**config.mk**
```make
export PLATFORM = sky130hd
export DESIGN_NAME = rsa_alu_seq
export DESIGN_NICKNAME = d
export VERILOG_FILES = /design/src/rtl/rsa_alu_seq.sv
export SDC_FILE = /design/constraint.sdc
export NUM_CORES = 1
export LEC_CHECK = 0
export CORE_MARGIN = 2
export CORE_UTILIZATION = 63
export DETAILED_ROUTE_END_ITERATION = 10
export HOLD_SLACK_MARGIN = 0.05
export PLACE_DENSITY = 0.92
export SYNTH_ARGS = -nofsm -noshare
export SYNTH_HDL_FRONTEND = slang
export SYNTH_SLANG_ARGS = --single-unit
export TNS_END_PERCENT = 20
```
**constraint.sdc**
```tcl
create_clock -name clk -period 14.1 [get_ports clk]
set_input_delay 2.82 -clock clk [delete_from_list [all_inputs] [get_ports clk]]
set_output_delay 2.82 -clock clk [all_outputs]
set_load 0.01 [all_outputs]
```
**src/rtl/rsa_alu_seq.sv**
```systemverilog
// Handshaked EXE-stage ALU: add, sub, modular multiply and constant-time modular exponentiation.
// Every modular operation runs on one shared bit-serial interleaved multiplier.
module rsa_alu_seq #(
  parameter int ARQ = 16
) (
  input  logic           clk,
  input  logic           rst,
  input  logic           start,
  input  logic [1:0]     ALU_Contrl,
  input  logic [ARQ-1:0] data1,
  input  logic [ARQ-1:0] data2,
  input  logic [ARQ-1:0] data3,
  output logic           busy,
  output logic           done,
  output logic [ARQ-1:0] ALU_Result,
  output logic           z,
  output logic           c,
  output logic           v,
  output logic           err
);

  localparam int CW = $clog2(ARQ);
  localparam logic [1:0] OP_ADD = 2'b00;
  localparam logic [1:0] OP_SUB = 2'b01;
  localparam logic [1:0] OP_MUL = 2'b11;
  localparam logic [CW-1:0] CNT_TOP = CW'(ARQ - 1);

  typedef enum logic [2:0] {
    S_IDLE, S_WB, S_MUL, S_EINIT, S_ESQR, S_EMUL, S_FIN
  } state_t;

  state_t           state_q, state_d;
  logic [1:0]       op_q, op_d;
  logic [ARQ-1:0]   a_q, a_d, b_q, b_d, m_q, m_d, r_q, r_d;
  logic [ARQ+1:0]   acc_q, acc_d;
  logic [CW-1:0]    cnt_q, cnt_d, ecnt_q, ecnt_d;
  logic [ARQ-1:0]   res_q, res_d;
  logic             z_q, z_d, c_q, c_d, v_q, v_d, err_q, err_d;

  logic [ARQ-1:0]   mul_a;
  logic             mul_bit;
  logic [ARQ+1:0]   step;
  logic [ARQ:0]     sum_w, diff_w;

  // One MSB-first interleaved step: acc = 2*acc mod m, then conditionally (acc + a) mod m.
  function automatic logic [ARQ+1:0] mm_step(input logic [ARQ+1:0] acc, input logic [ARQ-1:0] a,
                                             input logic bb, input logic [ARQ-1:0] m);
    logic [ARQ+1:0] t, mm;
    mm = {2'b00, m};
    t  = {acc[ARQ:0], 1'b0};
    if (t >= mm) t = t - mm;
    if (bb) t = t + {2'b00, a};
    if (t >= mm) t = t - mm;
    return t;
  endfunction

  assign mul_a   = (state_q == S_ESQR) ? r_q : a_q;
  assign mul_bit = (state_q == S_MUL) ? b_q[cnt_q] : r_q[cnt_q];
  assign step    = mm_step(acc_q, mul_a, mul_bit, m_q);
  assign sum_w   = {1'b0, a_q} + {1'b0, b_q};
  assign diff_w  = {1'b0, a_q} - {1'b0, b_q};

  always_comb begin
    state_d = state_q;
    op_d    = op_q;
    a_d     = a_q;
    b_d     = b_q;
    m_d     = m_q;
    r_d     = r_q;
    acc_d   = acc_q;
    cnt_d   = cnt_q;
    ecnt_d  = ecnt_q;
    res_d   = res_q;
    z_d     = z_q;
    c_d     = c_q;
    v_d     = v_q;
    err_d   = err_q;
    case (state_q)
      S_IDLE, S_FIN: begin
        state_d = S_IDLE;
        if (start) begin
          op_d   = ALU_Contrl;
          a_d    = data1;
          b_d    = data2;
          m_d    = data3;
          acc_d  = '0;
          cnt_d  = CNT_TOP;
          ecnt_d = CNT_TOP;
          if (!ALU_Contrl[1] || data3 == '0) state_d = S_WB;
          else if (ALU_Contrl == OP_MUL)     state_d = S_MUL;
          else                               state_d = S_EINIT;
        end
      end
      S_WB: begin
        // m of 0 flags an error and m of 1 forces 0, regardless of the operand preconditions.
        case (op_q)
          OP_ADD: begin
            res_d = sum_w[ARQ-1:0];
            c_d   = sum_w[ARQ];
            v_d   = (a_q[ARQ-1] == b_q[ARQ-1]) && (sum_w[ARQ-1] != a_q[ARQ-1]);
            err_d = 1'b0;
          end
          OP_SUB: begin
            res_d = diff_w[ARQ-1:0];
            c_d   = diff_w[ARQ];
            v_d   = (a_q[ARQ-1] != b_q[ARQ-1]) && (diff_w[ARQ-1] != a_q[ARQ-1]);
            err_d = 1'b0;
          end
          default: begin
            res_d = (m_q <= ARQ'(1)) ? '0 : r_q;
            c_d   = 1'b0;
            v_d   = 1'b0;
            err_d = (m_q == '0);
          end
        endcase
        z_d     = (res_d == '0);
        state_d = S_FIN;
      end
      S_MUL: begin
        acc_d = step;
        if (cnt_q == '0) begin
          r_d     = step[ARQ-1:0];
          state_d = S_WB;
        end else begin
          cnt_d = cnt_q - 1'b1;
        end
      end
      S_EINIT: begin
        r_d     = (m_q == ARQ'(1)) ? '0 : ARQ'(1);
        state_d = S_ESQR;
      end
      S_ESQR: begin
        acc_d = step;
        if (cnt_q == '0) begin
          r_d     = step[ARQ-1:0];
          acc_d   = '0;
          cnt_d   = CNT_TOP;
          state_d = S_EMUL;
        end else begin
          cnt_d = cnt_q - 1'b1;
        end
      end
      S_EMUL: begin
        // The multiply always runs; only the commit depends on the exponent bit.
        acc_d = step;
        if (cnt_q == '0) begin
          if (b_q[ecnt_q]) r_d = step[ARQ-1:0];
          acc_d = '0;
          cnt_d = CNT_TOP;
          if (ecnt_q == '0) begin
            state_d = S_WB;
          end else begin
            ecnt_d  = ecnt_q - 1'b1;
            state_d = S_ESQR;
          end
        end else begin
          cnt_d = cnt_q - 1'b1;
        end
      end
      default: state_d = S_IDLE;
    endcase
  end

  always_ff @(posedge clk) begin
    if (!rst) begin
      state_q <= S_IDLE;
      res_q   <= '0;
      z_q     <= 1'b0;
      c_q     <= 1'b0;
      v_q     <= 1'b0;
      err_q   <= 1'b0;
    end else begin
      state_q <= state_d;
      res_q   <= res_d;
      z_q     <= z_d;
      c_q     <= c_d;
      v_q     <= v_d;
      err_q   <= err_d;
    end
  end

  always_ff @(posedge clk) begin
    op_q   <= op_d;
    a_q    <= a_d;
    b_q    <= b_d;
    m_q    <= m_d;
    r_q    <= r_d;
    acc_q  <= acc_d;
    cnt_q  <= cnt_d;
    ecnt_q <= ecnt_d;
  end

  assign busy       = (state_q != S_IDLE);
  assign done       = (state_q == S_FIN);
  assign ALU_Result = res_q;
  assign z          = z_q;
  assign c          = c_q;
  assign v          = v_q;
  assign err        = err_q;

endmodule

```
==> results of run 1 <==
-- per-stage QoR --
| step | hold slack, ns | area (um2) | instances |
|---|---|---|---|
| 4_1_cts | 0.460 | 10800 | 1242 |
| 6_report | 0.461 | 10800 | 1242 |
| 2_1_floorplan | 0.476 | 9250 | 981 |
| 5_1_grt | 0.509 | 10800 | 1242 |
| 3_3_place_gp | 0.445 | 10100 | 1210 |
| 3_5_place_dp | 0.451 | 10100 | 1210 |
-- critical path, delay by kind of cell, from the launching register on --
family | cells | cell delay (ns)
AND/OR/NAND/NOR | 7 | 1.46
buffers and inverters | 3 | 0.30
adder cells (fa/ha/maj) | 3 | 1.17
XOR/XNOR | 1 | 0.18
multiplexers | 3 | 1.25
flip-flops | 1 | 0.39
AO/OA/AOI/OAI | 12 | 3.22
-- cells in the final DEF (no fill, tap or decap), types with 11 or more instances in the layout --
| master | instances |
|---|---|
| o21ai_0 | 61 |
| nor2b_1 | 12 |
| o21a_1 | 15 |
| edfxtp_1 | 91 |
| a21oi_1 | 68 |
| mux2_2 | 33 |
| nor3_1 | 26 |
| ha_1 | 83 |
| clkbuf_16 | 17 |
| a31oi_1 | 11 |
| dfxtp_1 | 23 |
| xnor2_1 | 39 |
| clkdlybuf4s50_1 | 74 |
| mux4_2 | 15 |
| nand2_1 | 58 |
| nor2_1 | 103 |
| a211oi_1 | 19 |
| a21o_1 | 21 |
| inv_1 | 69 |
| nand3_1 | 11 |
| nand2b_1 | 15 |
| xor2_1 | 18 |
| nand4_1 | 14 |
| mux2i_1 | 23 |
-- metal layers --
metal  GRT usage  up-vias  routed length, um
li1            -     3763                  -
met3      0.0723      122               2210
met1       0.398     3799               9770
met5           0        -                  0
met2       0.533      451              11900
met4       0.151        0               1210
-- Yosys cell counts (12+ instances only) --
| cell type | instances | area [um2] |
|---|---|---|
| a211oi_1 | 19 | 143 |
| a21o_1 | 21 | 158 |
| a21oi_1 | 68 | 340 |
| clkbuf_1 | 24 | 90.1 |
| dfxtp_1 | 23 | 460 |
| edfxtp_1 | 91 | 2730 |
| ha_1 | 83 | 1040 |
| inv_1 | 70 | 263 |
| mux2_2 | 33 | 372 |
| mux2i_1 | 23 | 230 |
| mux4_2 | 15 | 338 |
| nand2_1 | 58 | 218 |
| nand2b_1 | 15 | 93.8 |
| nand4_1 | 14 | 87.6 |
| nor2_1 | 103 | 387 |
| nor2b_1 | 12 | 75.1 |
| nor3_1 | 27 | 135 |
| o21a_1 | 15 | 113 |
| o21ai_0 | 62 | 310 |
| xnor2_1 | 39 | 342 |
| xor2_1 | 18 | 158 |
-- sequential cells by signal (all words and copies together) (netlist names), 2 cells and up --
name	cells
state_q	3
b_q	16
acc_q	17
a_q	16
r_q	16
ALU_Result	16
m_q	16
ecnt_q	4
cnt_q	4
op_q	2
-- cell families (layout without fill, tap and decap cells) --
group,Yosys count,in the layout,synth area share
simple gates,279,279,0.142
compound gates,264,264,0.185
flops,114,114,0.345
buf+inv,106,183,0.0453
fa+ha+maj,88,88,0.123
mux,73,73,0.105
xor+xnor,57,57,0.0540
-- layout make-up --
type / count / area, um2 / area share
timing repair buffer: 80 / 786 / 0.0730
tap: 184 / 230 / 0.0214
multi-input combinational: 761 / 5640 / 0.524
sequential: 114 / 3190 / 0.297
clock buffer: 18 / 429 / 0.0399
clock inverter: 14 / 213 / 0.0198
inverter: 71 / 267 / 0.0248
-- worst paths after layout --
check | from | end | slack (ns)
setup / recovery | m_q[0]$_DFFE_PP_ | acc_q[10]$_DFFE_PP_ | 5.87
hold / removal | err$_SDFFE_PN0P_ | err$_SDFFE_PN0P_ | 0.46
setup reg to reg | m_q[0]$_DFFE_PP_ | acc_q[10]$_DFFE_PP_ | 5.87
hold reg to reg | err$_SDFFE_PN0P_ | err$_SDFFE_PN0P_ | 0.46
==> metrics, run 1 <==
total CTS buffers=17; CP max stage delay=0.60 ns; cts repair resizes=0; Hold Fails Final Rpt=0; WL final=25100 um; FF+latch count, synth=114; Yosys cell types=69; GRT Total Usage=0.320; Mapped Avg Cell Area=9.43 um2; Die Y=125 um; Synth Flop Type=edfxtp_1; worst path arrival time=8.42 ns; Final Util=0.746; Starting Density=0.641; CP Launch Type=flop; Site Rows=44; Critical Path Sink Type=flop; vias in the first global route=7828; RSZ-0062 raised after global routing=no; syn nets=1122; critical path class=reg2reg; drt via density=6.55; CTS Buffer Depth=2; Async SR Flop Fraction=0; Cells after Synth=981; Seq/Total Area, Yosys=0.345; DRC viols=0; first-pass GRT wire length=39600 um; clock root cell=clkbuf_16; initial antenna violation count=0; HPWL after DPL=18500 um; Num Clock Sinks=114; critical-path maximum fanout=20; die width=125 um; pre-CTS setup slack=6.09 ns; Setup Buffers After CTS=0; outcome=finished clean; GPL Wtd Cong=0.942; # diodes=0; die area=15700 um2; # setup viols final=0; Hold Path Stages=2; Netlist Area Pre-Place=9250 um2; Final nets=1186; R2R depth=29; final setup margin=5.87 ns; TNS Setup=0 ns; area growth from synthesis to layout=16.4%; TritonCTS clock tree=yes; worst-margin pin slew=1.14 ns; MaxCap Viol Count=0; clock transition at the registers of the reported paths=0.06 ns; critical path's slowest cell=nand3_1; hold crit path type=reg2reg; Worst-Skew Late Latency=0.44 ns; first-pass detailed-route iteration total=6; Rel. slew slack=0.238; routed len/inst=20.2 um; # IOs=75; Starting DRT DRC Count=1014; share of cells above drive strength 1=0.0888; via count=8135; fin crit period=8.23 ns; Port Buf Inserts=74; post-route ant nets=0; number of synthesized flops with an enable pin=91; period utilization=0.583; FMAX=122 MHz; fillers=984; largest net degree at the start of global routing=52; Worst Path Required=14.29 ns; Synthesis Warnings=0; Post-CTS Hold Fix Bufs=0; Clock H-tree levels=4; grt ovf=0; clk_skew=0.00821 ns; Core Area=14400 um2; max-slew violation count=0
Power of run 1 is left out: the tool's default activity adds up to more than one toggle a clock period on the data nets, which glitch-free logic cannot reach.
==> inputs of run 2 (changes only) <==
--- a/config.mk
+++ b/config.mk
@@ -6,10 +6,10 @@
 export NUM_CORES = 1
 export LEC_CHECK = 0
 export CORE_MARGIN = 2
-export CORE_UTILIZATION = 63
+export CORE_UTILIZATION = 60
 export DETAILED_ROUTE_END_ITERATION = 10
 export HOLD_SLACK_MARGIN = 0.05
-export PLACE_DENSITY = 0.92
+export PLACE_DENSITY = 0.89
 export SYNTH_ARGS = -nofsm -noshare
 export SYNTH_HDL_FRONTEND = slang
 export SYNTH_SLANG_ARGS = --single-unit
==> constraint.sdc (replaced) <==
create_clock -name clk -period 7.9 [get_ports clk]
set_input_delay 1.58 -clock clk [delete_from_list [all_inputs] [get_ports clk]]
set_output_delay 1.58 -clock clk [all_outputs]
set_load 0.01 [all_outputs]
==> metrics, run 2 (synthesized netlist as in run 1, its figures left out) <==
Worst Path Required=8.08 ns; GRT Total Usage=0.305; worst path arrival time=7.57 ns; Rel. slew slack=0.260; Top reg by flops=acc_q; FMAX=135 MHz; final std cells w/o fill=1256; Site Rows=45; GPL Wtd Cong=0.966; clock root cell=clkbuf_16; HPWL after DPL=18600 um; commonest non-fill, non-tap cell in the layout=nor2_1; Worst-Skew Late Latency=0.43 ns; worst-margin pin slew=1.11 ns; clk_skew=0.00988 ns; die area=16400 um2; Die Y=128 um; routed len/inst=19.4 um; Core Area=15100 um2; first-pass detailed-route iteration total=6; drt via density=6.31; CP max stage delay=0.49 ns; Hold Fails Final Rpt=0; Starting Density=0.611; # diodes=0; first-pass GRT wire length=38600 um; TritonCTS clock tree=yes; fin crit period=7.38 ns; max-slew violation count=0; period utilization=0.935; fillers=1108; largest net degree at the start of global routing=52; RSZ-0062 raised after global routing=no; critical path's slowest cell=fa_1; initial antenna violation count=0; share of cells above drive strength 1=0.0983; WL final=24400 um; Post-Place Cells=1217; Starting DRT DRC Count=961; most frequent cells in the layout=nor2_1 (103), edfxtp_1 (91), ha_1 (83), clkdlybuf4s50_1 (74), inv_1 (69); via count=7922; Num Clock Sinks=114; Port Buf Inserts=74; DRC viols=0; clock transition at the registers of the reported paths=0.05 ns; hold crit path type=reg2reg; CP Launch Type=flop; CTS Buffer Depth=2; Critical Path Sink Type=flop; # setup viols final=0; total CTS buffers=17; grt ovf=0; critical-path maximum fanout=11; # IOs=75; Post-CTS Hold Fix Bufs=0; outcome=finished clean; TNS Setup=0 ns; vias in the first global route=7627; area growth from synthesis to layout=16.0%; Clock H-tree levels=4; die width=128 um; Final nets=1196; MaxCap Viol Count=0; critical path class=reg2reg; post-route ant nets=0; number of flip-flops in the largest register=17
[run 2: metrics by stage]
| stage | cell area (um2) | setup WS, ns | util | hold slack [ns] |
|---|---|---|---|---|
| 4_1_cts | 10700 | 0.482 | 0.705 | 0.467 |
| 3_5_place_dp | 10100 | 0.564 | 0.670 | 0.458 |
| 5_1_grt | 10700 | 0.0573 | 0.709 | 0.474 |
| 2_1_floorplan | 9250 | 1.31 | - | 0.476 |
| 3_3_place_gp | 10100 | 0.790 | 0.670 | 0.445 |
| 6_report | 10700 | 0.517 | 0.709 | 0.463 |
[run 2: path summary, 6_finish.rpt]
check | depth (start not counted) | slack (ns) | start | to
hold / removal | 2 | 0.46 | err$_SDFFE_PN0P_ | err$_SDFFE_PN0P_
hold reg to reg | 2 | 0.46 | err$_SDFFE_PN0P_ | err$_SDFFE_PN0P_
setup reg to reg | 29 | 0.52 | m_q[0]$_DFFE_PP_ | acc_q[10]$_DFFE_PP_
setup / recovery | 29 | 0.52 | m_q[0]$_DFFE_PP_ | acc_q[10]$_DFFE_PP_
[run 2: area by class of cell]
type | count | area (um2) | area share
Multi-Input combinational cell | 761 | 5640 | 0.526
Sequential cell | 114 | 3190 | 0.298
Timing Repair Buffer | 90 | 861 | 0.0802
Clock buffer | 19 | 443 | 0.0413
Inverter | 71 | 267 | 0.0248
Tap cell | 188 | 235 | 0.0219
Clock inverter | 13 | 88.8 | 0.00828
[run 2: metal layers]
| metal | wire (um) | up-vias | track usage |
|---|---|---|---|
| met5 | 0 | - | 0 |
| met4 | 767 | 0 | 0.111 |
| met3 | 1920 | 64 | 0.0776 |
| met2 | 11800 | 371 | 0.516 |
| met1 | 9960 | 3702 | 0.379 |
| li1 | - | 3785 | - |
[run 2: critical path: cells and delay by family, from the launching register on]
kind	cells	cell delay (ns)
AOI/OAI and AO/OA	12	2.79
xor gates and xnor gates	1	0.15
adders and majority gates	3	1.14
buffers and inverters	3	0.27
DFF	1	0.39
muxes	3	1.05
and+or+nand+nor	7	1.34
[run 2: what timing repair did]
item / CTS / global route
gates resized for setup: 0 / 0
buffers inserted: 0 / 7
endpoints found under the hold margin: 0 / 0
setup endpoints to repair: 0 / 4
Power of run 2 is left out for the same reason.
